<file path="src/rtl/binary_counter_n.sv">
// binary_counter_n
// Up/down modulo-N counter with parallel load, synchronous clear, a
// combinational terminal-count carry/borrow for cascading, and a sticky
// over/underflow flag. Terminal behaviour is either wrap or saturate.
module binary_counter_n #(
    parameter int unsigned WIDTH    = 8,
    parameter logic [32:0] MODULUS  = 33'd1 << WIDTH,
    parameter bit          SAT_MODE = 1'b0
) (
    input  logic             clk,
    input  logic             rst,
    input  logic             init,
    input  logic             load,
    input  logic [WIDTH-1:0] din,
    input  logic             cin,
    input  logic             up,
    output logic [WIDTH-1:0] q,
    output logic             cout,
    output logic             ovf
);

    // Terminal value, kept in WIDTH+1 bits so it can be compared against
    // guard-extended sums without truncation.
    localparam logic [32:0]      MOD_M1  = MODULUS - 33'd1;
    localparam logic [WIDTH:0]   MAX_EXT = MOD_M1[WIDTH:0];
    localparam logic [WIDTH-1:0] MAX_VAL = MOD_M1[WIDTH-1:0];
    localparam logic [WIDTH:0]   ONE_EXT = {{WIDTH{1'b0}}, 1'b1};

    // Elaboration-time legality checks on the parameter set.
    if (WIDTH < 2 || WIDTH > 32) begin : g_bad_width
        $error("binary_counter_n: WIDTH must be within 2..32");
    end
    if (MODULUS < 33'd2 || MODULUS > (33'd1 << WIDTH)) begin : g_bad_modulus
        $error("binary_counter_n: MODULUS must be within 2..2**WIDTH");
    end

    // Operation selected for the coming edge, in priority order.
    typedef enum logic [1:0] {
        OP_HOLD,
        OP_COUNT,
        OP_LOAD,
        OP_INIT
    } op_e;

    op_e              op;
    logic [WIDTH-1:0] count_q, count_d;
    logic             ovf_q, ovf_d;

    logic [WIDTH:0]   count_ext;
    logic [WIDTH:0]   din_ext;
    logic [WIDTH:0]   inc_ext;
    logic [WIDTH:0]   dec_ext;
    logic             up_terminal;
    logic             down_terminal;
    logic             din_over;

    // Guard-bit arithmetic: an increment past MAX shows up as inc_ext > MAX,
    // a decrement below zero shows up as a borrow into the guard bit.
    always_comb begin
        count_ext     = {1'b0, count_q};
        din_ext       = {1'b0, din};
        inc_ext       = count_ext + ONE_EXT;
        dec_ext       = count_ext - ONE_EXT;
        up_terminal   = (inc_ext > MAX_EXT);
        down_terminal = dec_ext[WIDTH];
        din_over      = (din_ext > MAX_EXT);
    end

    // Priority decode: init beats load beats count beats hold.
    always_comb begin
        op = OP_HOLD;
        if (init) begin
            op = OP_INIT;
        end else if (load) begin
            op = OP_LOAD;
        end else if (cin) begin
            op = OP_COUNT;
        end
    end

    // Next count and next flag for the selected operation.
    always_comb begin
        // NOTE: every output of this block gets a default first so no path
        // leaves it unassigned; a missed branch would otherwise infer a latch.
        count_d = count_q;
        ovf_d   = ovf_q;
        unique case (op)
            OP_INIT: begin
                count_d = '0;
                ovf_d   = 1'b0;
            end
            OP_LOAD: begin
                if (din_over) begin
                    count_d = MAX_VAL;
                    ovf_d   = 1'b1;
                end else begin
                    count_d = din;
                end
            end
            OP_COUNT: begin
                if (up) begin
                    if (up_terminal) begin
                        count_d = SAT_MODE ? MAX_VAL : '0;
                        ovf_d   = 1'b1;
                    end else begin
                        count_d = inc_ext[WIDTH-1:0];
                    end
                end else begin
                    if (down_terminal) begin
                        count_d = SAT_MODE ? '0 : MAX_VAL;
                        ovf_d   = 1'b1;
                    end else begin
                        count_d = dec_ext[WIDTH-1:0];
                    end
                end
            end
            default: begin
                count_d = count_q;
                ovf_d   = ovf_q;
            end
        endcase
    end

    // State registers; reset clears count and flag without waiting for clk.
    always_ff @(posedge clk or negedge rst) begin
        // NOTE: sequential state uses non-blocking assignments so every flop
        // samples the pre-edge values regardless of statement order.
        if (!rst) begin
            count_q <= '0;
            ovf_q   <= 1'b0;
        end else begin
            count_q <= count_d;
            ovf_q   <= ovf_d;
        end
    end

    // Terminal-count carry/borrow is purely combinational and deliberately
    // not qualified by init or load; the next stage decides what to do.
    always_comb begin
        cout = cin & ((up & up_terminal) | (~up & down_terminal));
    end

    assign q   = count_q;
    assign ovf = ovf_q;

endmodule

</file>
<file path="config.mk">
export PLATFORM = sky130hd
export DESIGN_NAME = binary_counter_n
export DESIGN_NICKNAME = d
export VERILOG_FILES = /design/src/rtl/binary_counter_n.sv
export SDC_FILE = /design/constraint.sdc
export NUM_CORES = 1
export LEC_CHECK = 0
export ABC_AREA = 1
export CORE_MARGIN = 1
export CORE_UTILIZATION = 34
export CTS_BUF_LIST = sky130_fd_sc_hd__clkbuf_4
export DETAILED_ROUTE_END_ITERATION = 16
export PLACE_DENSITY = 0.56
export SLEW_MARGIN = 20
export SYNTH_ARGS = -nofsm -noshare
export SYNTH_HDL_FRONTEND = slang
export SYNTH_SLANG_ARGS = --single-unit
</file>
<file path="constraint.sdc">
create_clock -name clk -period 5.63 [get_ports clk]
set_input_delay 1.126 -clock clk [delete_from_list [all_inputs] [get_ports clk]]
set_output_delay 1.126 -clock clk [all_outputs]
set_load 0.01 [all_outputs]
</file>
[Yosys cells after proc, flatten, opt, wreduce, memory -nomap -nowiden]
Cells that the tools add are included.
Word-level totals
  register bits: 9
  bits of input ports: 14
Operators by class
  mux-type cells: 11
  $add $sub $neg: 2
  bitwise operators: 5
  eq/ne operators: 5
  reductions and logical operators: 3
  magnitude comparators: 1
Operators by type and width (number)
  two-way mux 8 bit: 3
  case mux 8 bit (3 select lines): 1
  adder 8 x 1 -> 9 bit, second input constant: 1
  greater-than comparator 9 x 8 -> 1 bit, second input constant: 1
  subtractor 8 x 1 -> 9 bit, second input constant: 1
  inequality test 3 bit, second input constant: 2
  == test 2 bit, second input constant: 2
  two-way mux 1 bit: 4
  two-way mux 2 bit: 2
  bitwise AND 1 bit: 3
  AND reduction 3 bit: 1
  nonzero test 3 bit: 1
  == test 2 x 1 -> 1 bit, second input constant: 1
  case mux 1 bit (2 select lines): 1
  nonzero test 2 bit: 1
  NOT 1 bit: 1
  bitwise OR 1 bit: 1

[Logic depth before layout (Yosys ltp)]
  depth after elaboration: 6
  gate-level depth with buffers: 14

[Worst setup path before layout]
OpenSTA, ideal clock, no wires.
  kind: register to output
  start point: reg count_q[0] (netlist: q[0])
  end point: out cout
  data arrival time: 1.666 ns
  setup slack: 2.838 ns
  buffers on the path: 0
  cell stages (with the launch flop): 11
  required time: 4.504 ns
  path through: dfrtp_1 inv_2 ha_1 or2_1 nor2_2 nand2_1 nor2_2 nand3_4 nand3_1 nand2_1 nor2_1
Between the ends
  cells in the longest elaborated chain, start to end: 5
  elaborated cells between the ends (all ways): 7
  classes of those cells: 2 x add/sub; 1 x order compare; 4 x bitwise
RTL lines
  from (decl): RTL line 46  | logic [WIDTH-1:0] count_q, count_d;
  from (signal assigned): RTL line 132  | count_q <= count_d;
  adder 8 x 1 -> 9 bit: RTL line 62  | inc_ext = count_ext + ONE_EXT;
  greater-than comparator 9 x 8 -> 1 bit: RTL line 64  | up_terminal = (inc_ext > MAX_EXT);
  bitwise AND 1 bit: RTL line 140  | cout = cin & ((up & up_terminal) | (~up & down_terminal));
  bitwise OR 1 bit *: RTL line 140
  bitwise AND 1 bit *: RTL line 140
  to (decl): RTL line 18  | output logic cout,
Mark *: on every way between the ends. The rest lies on a longest branch, timed or not.

[Worst setup path after layout]
  start point: in up
  end point: out cout
Between the ends
  cells in the longest elaborated chain, start to end: 4
  elaborated cells between the ends (all ways): 5
  classes of those cells: 5 x bitwise
RTL lines
  from (decl): RTL line 16  | input logic up,
  NOT 1 bit: RTL line 140
  bitwise AND 1 bit: RTL line 140
  bitwise OR 1 bit *: RTL line 140
  bitwise AND 1 bit *: RTL line 140
Marked as above.

==> summary.txt <==
Layout
  • Fin nets: 219
  • Layout cells sized above 1: 11.68%
  • # diodes: 0
  • Layout area overhead: 25.24%
  • Fillers: 321

Yosys
  • Post-synthesis cell count: 175
  • Main combinational cell family by area after synthesis: simple AND/OR/NAND/NOR gates
  • Synthesized Nets: 196
  • Syn_area_per_cell: 6.063 um2
  • Post-synthesis simple-gate area fraction: 53.77%
  • Yosys reg bits: 9
  • Area contributors post-synth: nand2_1 (25%), dfrtp_1 (21%), nand3_1 (11%), ha_1 (8.3%), inv_1 (6.4%)
  • Mapped Area: 1061 um2
  • Part of the Yosys area used for sequential elements: 21.23%
  • Synth top area share: 24.76%
  • Cell with the most instances after synthesis: nand2_1
  • Post-synth EDFFs: 0
  • Compound-cell area share of the yosys netlist: 3.892%
  • Async set-reset flop share out of synthesis: 100.0%
  • Post-synth top cells: nand2_1 (70), nand3_1 (24), inv_1 (18)
  • Top_reg_cell synth: dfrtp_1
  • Synth Warn #: 0
  • Synth Area in XOR/XNOR: 2.476%
  • Synth cell types: 24
  • Adder-cell share of the synthesized area: 8.255%
  • Biggest area consumer among synthesized cells: nand2_1
  • Post-synthesis mux area share: 0%

Drt
  • DRC violations left: 0
  • Wirelength per Cell: 11.88 um
  • Routed vias: 1129
  • WL final: 2.709 mm
  • Initial DRC count: 54
  • Detail Route Antenna Nets: 0
  • Vias per cell: 4.952
  • DRT Pass-1 Iters: 4

Outcome
  • Status: finished, final reports clean

Job
  • Max Cap Violations: 0

Critical path
  • CP endpoint kind: output port
  • Crit-path leading delay family: buffers and inverters
  • Type of the worst setup path: in2out
  • CP Max Fanout: 9
  • Worst Setup SP: up
  • Crit path cell chain: clkdlybuf4s50_1 -> inv_1 -> nand2_1 -> nand2_1 -> nor2_1 -> clkdlybuf4s50_1
  • Worst path max stage delay: 630 ps
  • Crit path required time: 4500 ps
  • Arrival time at the worst endpoint: 2770 ps
  • Slowest cell on crit path: clkdlybuf4s50_1
  • CP bufs+invs: 3
  • Reg2reg start: q[0]$_DFFE_PN0P_
  • Crit path launch type: input pin

Global route
  • Pin count of the biggest net entering global routing: 10
  • Initial antenna violation count: 0
  • First-pass GRT wire length: 4.533 mm
  • GRT Util Overall: 17.34%
  • Number of global-route vias before repair: 1047
  • Grt total ovfl: 0

Timing
  • Setup Skew: 4.369 ps
  • Tcrit/Tclk final: 69.27%
  • Minimum period implied by the final worst setup slack: 3900 ps
  • Final Hold Violating Endpoints: 0
  • # setup viols final: 0
  • Max-slew headroom: 67.07%
  • Max Fclk: 0.2564 GHz
  • Worst Max-Slew Pin Slew: 492.2 ps
  • RSZ-0062 raised after global routing: no
  • Setup TNS: 0 ps
  • Slew Limit Fails: 0

Pwr
  • PD cells: 164.4 nW/um2
  • Total power: 0.2184 mW
  • VDD IR max: 0.0001314 V
  • Pleak: 0.6881 nW

Worst hold path
  • HP Class: reg2reg
  • Hold_sp: ovf$_DFFE_PN0P_

Clocking
  • TritonCTS clock tree: yes
  • CTS sink cnt: 9
  • CTS max path bufs: 2
  • Postcts setup bufs: 0
  • Htree depth: 1
  • CTS Buf Count: 3
  • Post-CTS resize count: 0
  • Clock Tree Root: clkbuf_4
  • Clk Latency, worst-skew pair: 260 ps
  • Clock-pin slew on the worst setup and hold paths: 60 ps
  • Cts hold-fix bufs: 0

Placed design
  • # port buffers: 23
  • HPWL Detailed: 2.225 mm
  • GPL Wtd Cong: 0.8241

Die
  • Die area: 3348 um2
  • Core Box Area: 2853 um2
  • Die span in y: 57.86 um
  • Row count: 19
  • Horiz. Die Dim: 57.86 um
  • Io pins: 24
  • Initial core utilization: 37.19%
per-stage QoR:
stage	utilization, %	cells	hold slack (ps)	worst slack [ps]	cell area [um2]
after floorplan	-	175	520.8	2838	1061
after global placement	45.53	224	500.7	1788	1299
after detailed placement	45.53	224	489.1	1737	1299
after CTS	46.58	228	506.6	1740	1329
after global routing	46.58	228	515.1	1645	1329
final	46.58	228	496.5	1730	1329
final cells by class:
type / instances / area [um2] / area share [%]
Timing Repair Buffer: 23 / 230.2 / 17.33
Inverter: 21 / 78.83 / 5.932
Tap cell: 31 / 38.79 / 2.919
Clock buffer: 4 / 30.03 / 2.260
Multi-Input combinational cell: 140 / 725.7 / 54.61
Sequential cell: 9 / 225.2 / 16.95
placed cells by master, fill, tap and decap left out, drive strengths merged, types with 3 or more instances in the layout:
master         count
inv               20
nor2              13
o21ai              3
dfrtp              9
a21oi              3
nand3             26
nand2             77
ha                 7
or2                3
clkdlybuf4s50     23
clkbuf             4
nand4              3
xor2               3
cell families (layout without fill, tap and decap cells):
| group | Yosys count | after routing |
|---|---|---|
| and+or+nand+nor | 123 | 123 |
| buffers and inverters | 26 | 48 |
| xor gates and xnor gates | 3 | 3 |
| adders and majority gates | 7 | 7 |
| DFF | 9 | 9 |
| AOI/OAI and AO/OA | 7 | 7 |
tightest hold or removal path, delay by kind of cell (launching register included):
kind             cells  cell delay (ps)
AO/OA/AOI/OAI        1               70
flip-flops           1              340
AND/OR/NAND/NOR      1               50
layer usage:
metal	vias up	share of wire [%]	global-route usage [%]
li1	590	-	-
met1	511	50	23.17
met2	26	46	29.23
met3	2	3.2	1.116
met4	0	0.92	6.803
met5	-	0	0
final timing paths:
path	cells after the start	slack, ps	end
min in group asynchronous	1	1160	q[1]$_DFFE_PN0P_
setup / recovery	6	1730	cout
hold / removal	2	500	ovf$_DFFE_PN0P_
hold reg to reg	2	500	ovf$_DFFE_PN0P_
setup reg to reg	13	3600	q[4]$_DFFE_PN0P_
max in group asynchronous	1	4170	q[6]$_DFFE_PN0P_
where the power goes:
group          switching, mW  internal, mW
combinational         0.0461        0.0387
sequential           0.00926        0.0691
clock                 0.0231        0.0321
total                 0.0785         0.140
registers in the layout, indices dropped and copies added, names as in the netlist:
signal and flops:
ovf 1, q 8
(Power assumes the default switching activity.)
==> RTL edit: new RTL, same settings <==
The parameter `WIDTH` goes from 8 to 7.
--- a/src/rtl/binary_counter_n.sv
+++ b/src/rtl/binary_counter_n.sv
@@ -3,7 +3,7 @@
 // combinational terminal-count carry/borrow for cascading, and a sticky
 // over/underflow flag. Terminal behaviour is either wrap or saturate.
 module binary_counter_n #(
-    parameter int unsigned WIDTH    = 8,
+    parameter int unsigned WIDTH    = 7,
     parameter logic [32:0] MODULUS  = 33'd1 << WIDTH,
     parameter bit          SAT_MODE = 1'b0
 ) (
Interface: changed (resized din and q); port bits go from 24 to 22. No check against the original RTL was run, so the function may have changed too.
==> RTL edit against the original RTL <==
- fmax increased by 0.37%
- combinational power decreased by 15%
- clock power decreased by 14%
- core utilization increased by 0.82 points
- cell area decreased by 20%
- sequential cell count decreased by 1
- first-iteration DRC count decreased by 56%
- worst setup slack improved by 0.015 ns
- wire length decreased by 21%
- area after synthesis decreased by 23%
- total power decreased by 13%
==> RTL edit: results <==
[placed_design]
place_congestion = 0.835
port_buffers = 21
place_ws_ns = 1.78
hpwl_um = 1670
placed_cell_area_sq_um = 1040

[detailed_routing]
dr.first_iter.drc_count = 24
vias = 889
avgViaCountPerCell = 4.88
routedWlPerCell_um = 11.8
drt-met1-wl_um = 1070
dr.pass1.iters = 4
top_layer_used = "met4"
wl_met3_um = 65
wl_met2_um = 1000

[synth]
synthCells = 133
synthTopCellsByArea = "nand2_1 (25%), dfrtp_1 (25%), nand3_1 (9.8%), ha_1 (9.2%), inv_1 (6.0%)"
ys.flop_type = "dfrtp_1"
yosys.cell_types.count = 22
synthesis.nets = 152
yosysWarnings = 0
synth-seq-area-share = 0.245
synth_commonest_cells = "nand2_1 (55), nand3_1 (16), inv_1 (13)"

[worst_setup_path]
critical_path_arrival_ns = 2.76
critical-path-max-stage-delay_ns = 0.66
cpLargestDelayFamily = "buffers and inverters"
cpMaxStageDelayCell = "clkdlybuf4s50_1"

[global_routing]
use_met2 = 0.305
met1_usage = 0.261
grt_pass1_wl_um = 3680
first_global_vias = 817
groute.layer.met3.usage = 0.0298
grt_usage = 0.194
grt_start_max_net_pins = 12
grt_antenna_before_repair = 0

[sta]
finClkSkew_ns = 0.00308
tightest_slew_ns = 0.484

[cts]
htreeDepth = 1
clk_path_buf_depth = 2
cts_buffers = 3
clk_pin_slew_ns = 0.06
postCtsSetupBuffers = 0

[pwr]
ir_worst_vdd_mv = 0.0878
power_leakage_nw = 0.520

[outcome]
status = "completed"

[finish]
largest_reg_flops = 7
drive_above_1_share = 0.0779

[worst_hold_path]
hold_class = "reg2reg"
-- RTL edit: report_power, final --
part	internal [mW]	switching [mW]
Combinational	0.0336	0.0387
Sequential	0.0615	0.00833
Clock	0.0246	0.0226
-- RTL edit: final cells by class --
type                            count  area, sq um
Clock buffer                        3         22.5
Multi-Input combinational cell    108          538
Inverter                           14         52.6
Timing Repair Buffer               21          210
Tap cell                           28         35.0
Sequential cell                     8          200
Fill cell                         232         1170
-- RTL edit: path summary, 6_finish.rpt --
kind	start	to	slack, ns	cells after the start
hold reg to reg	ovf	ovf	0.53	2
hold / removal	ovf	ovf	0.53	2
min in group asynchronous	rst	q[4]	1.17	1
setup / recovery	up	cout	1.74	5
setup reg to reg	q[0]	q[6]	4.05	12
max in group asynchronous	rst	q[3]	4.17	1
-- RTL edit: kinds of logic after synthesis --
family	synth area share
simple gates	0.481
buf+inv	0.0965
compound gates	0.0750
flops	0.245
fa+ha+maj	0.0919
xor+xnor	0.0107
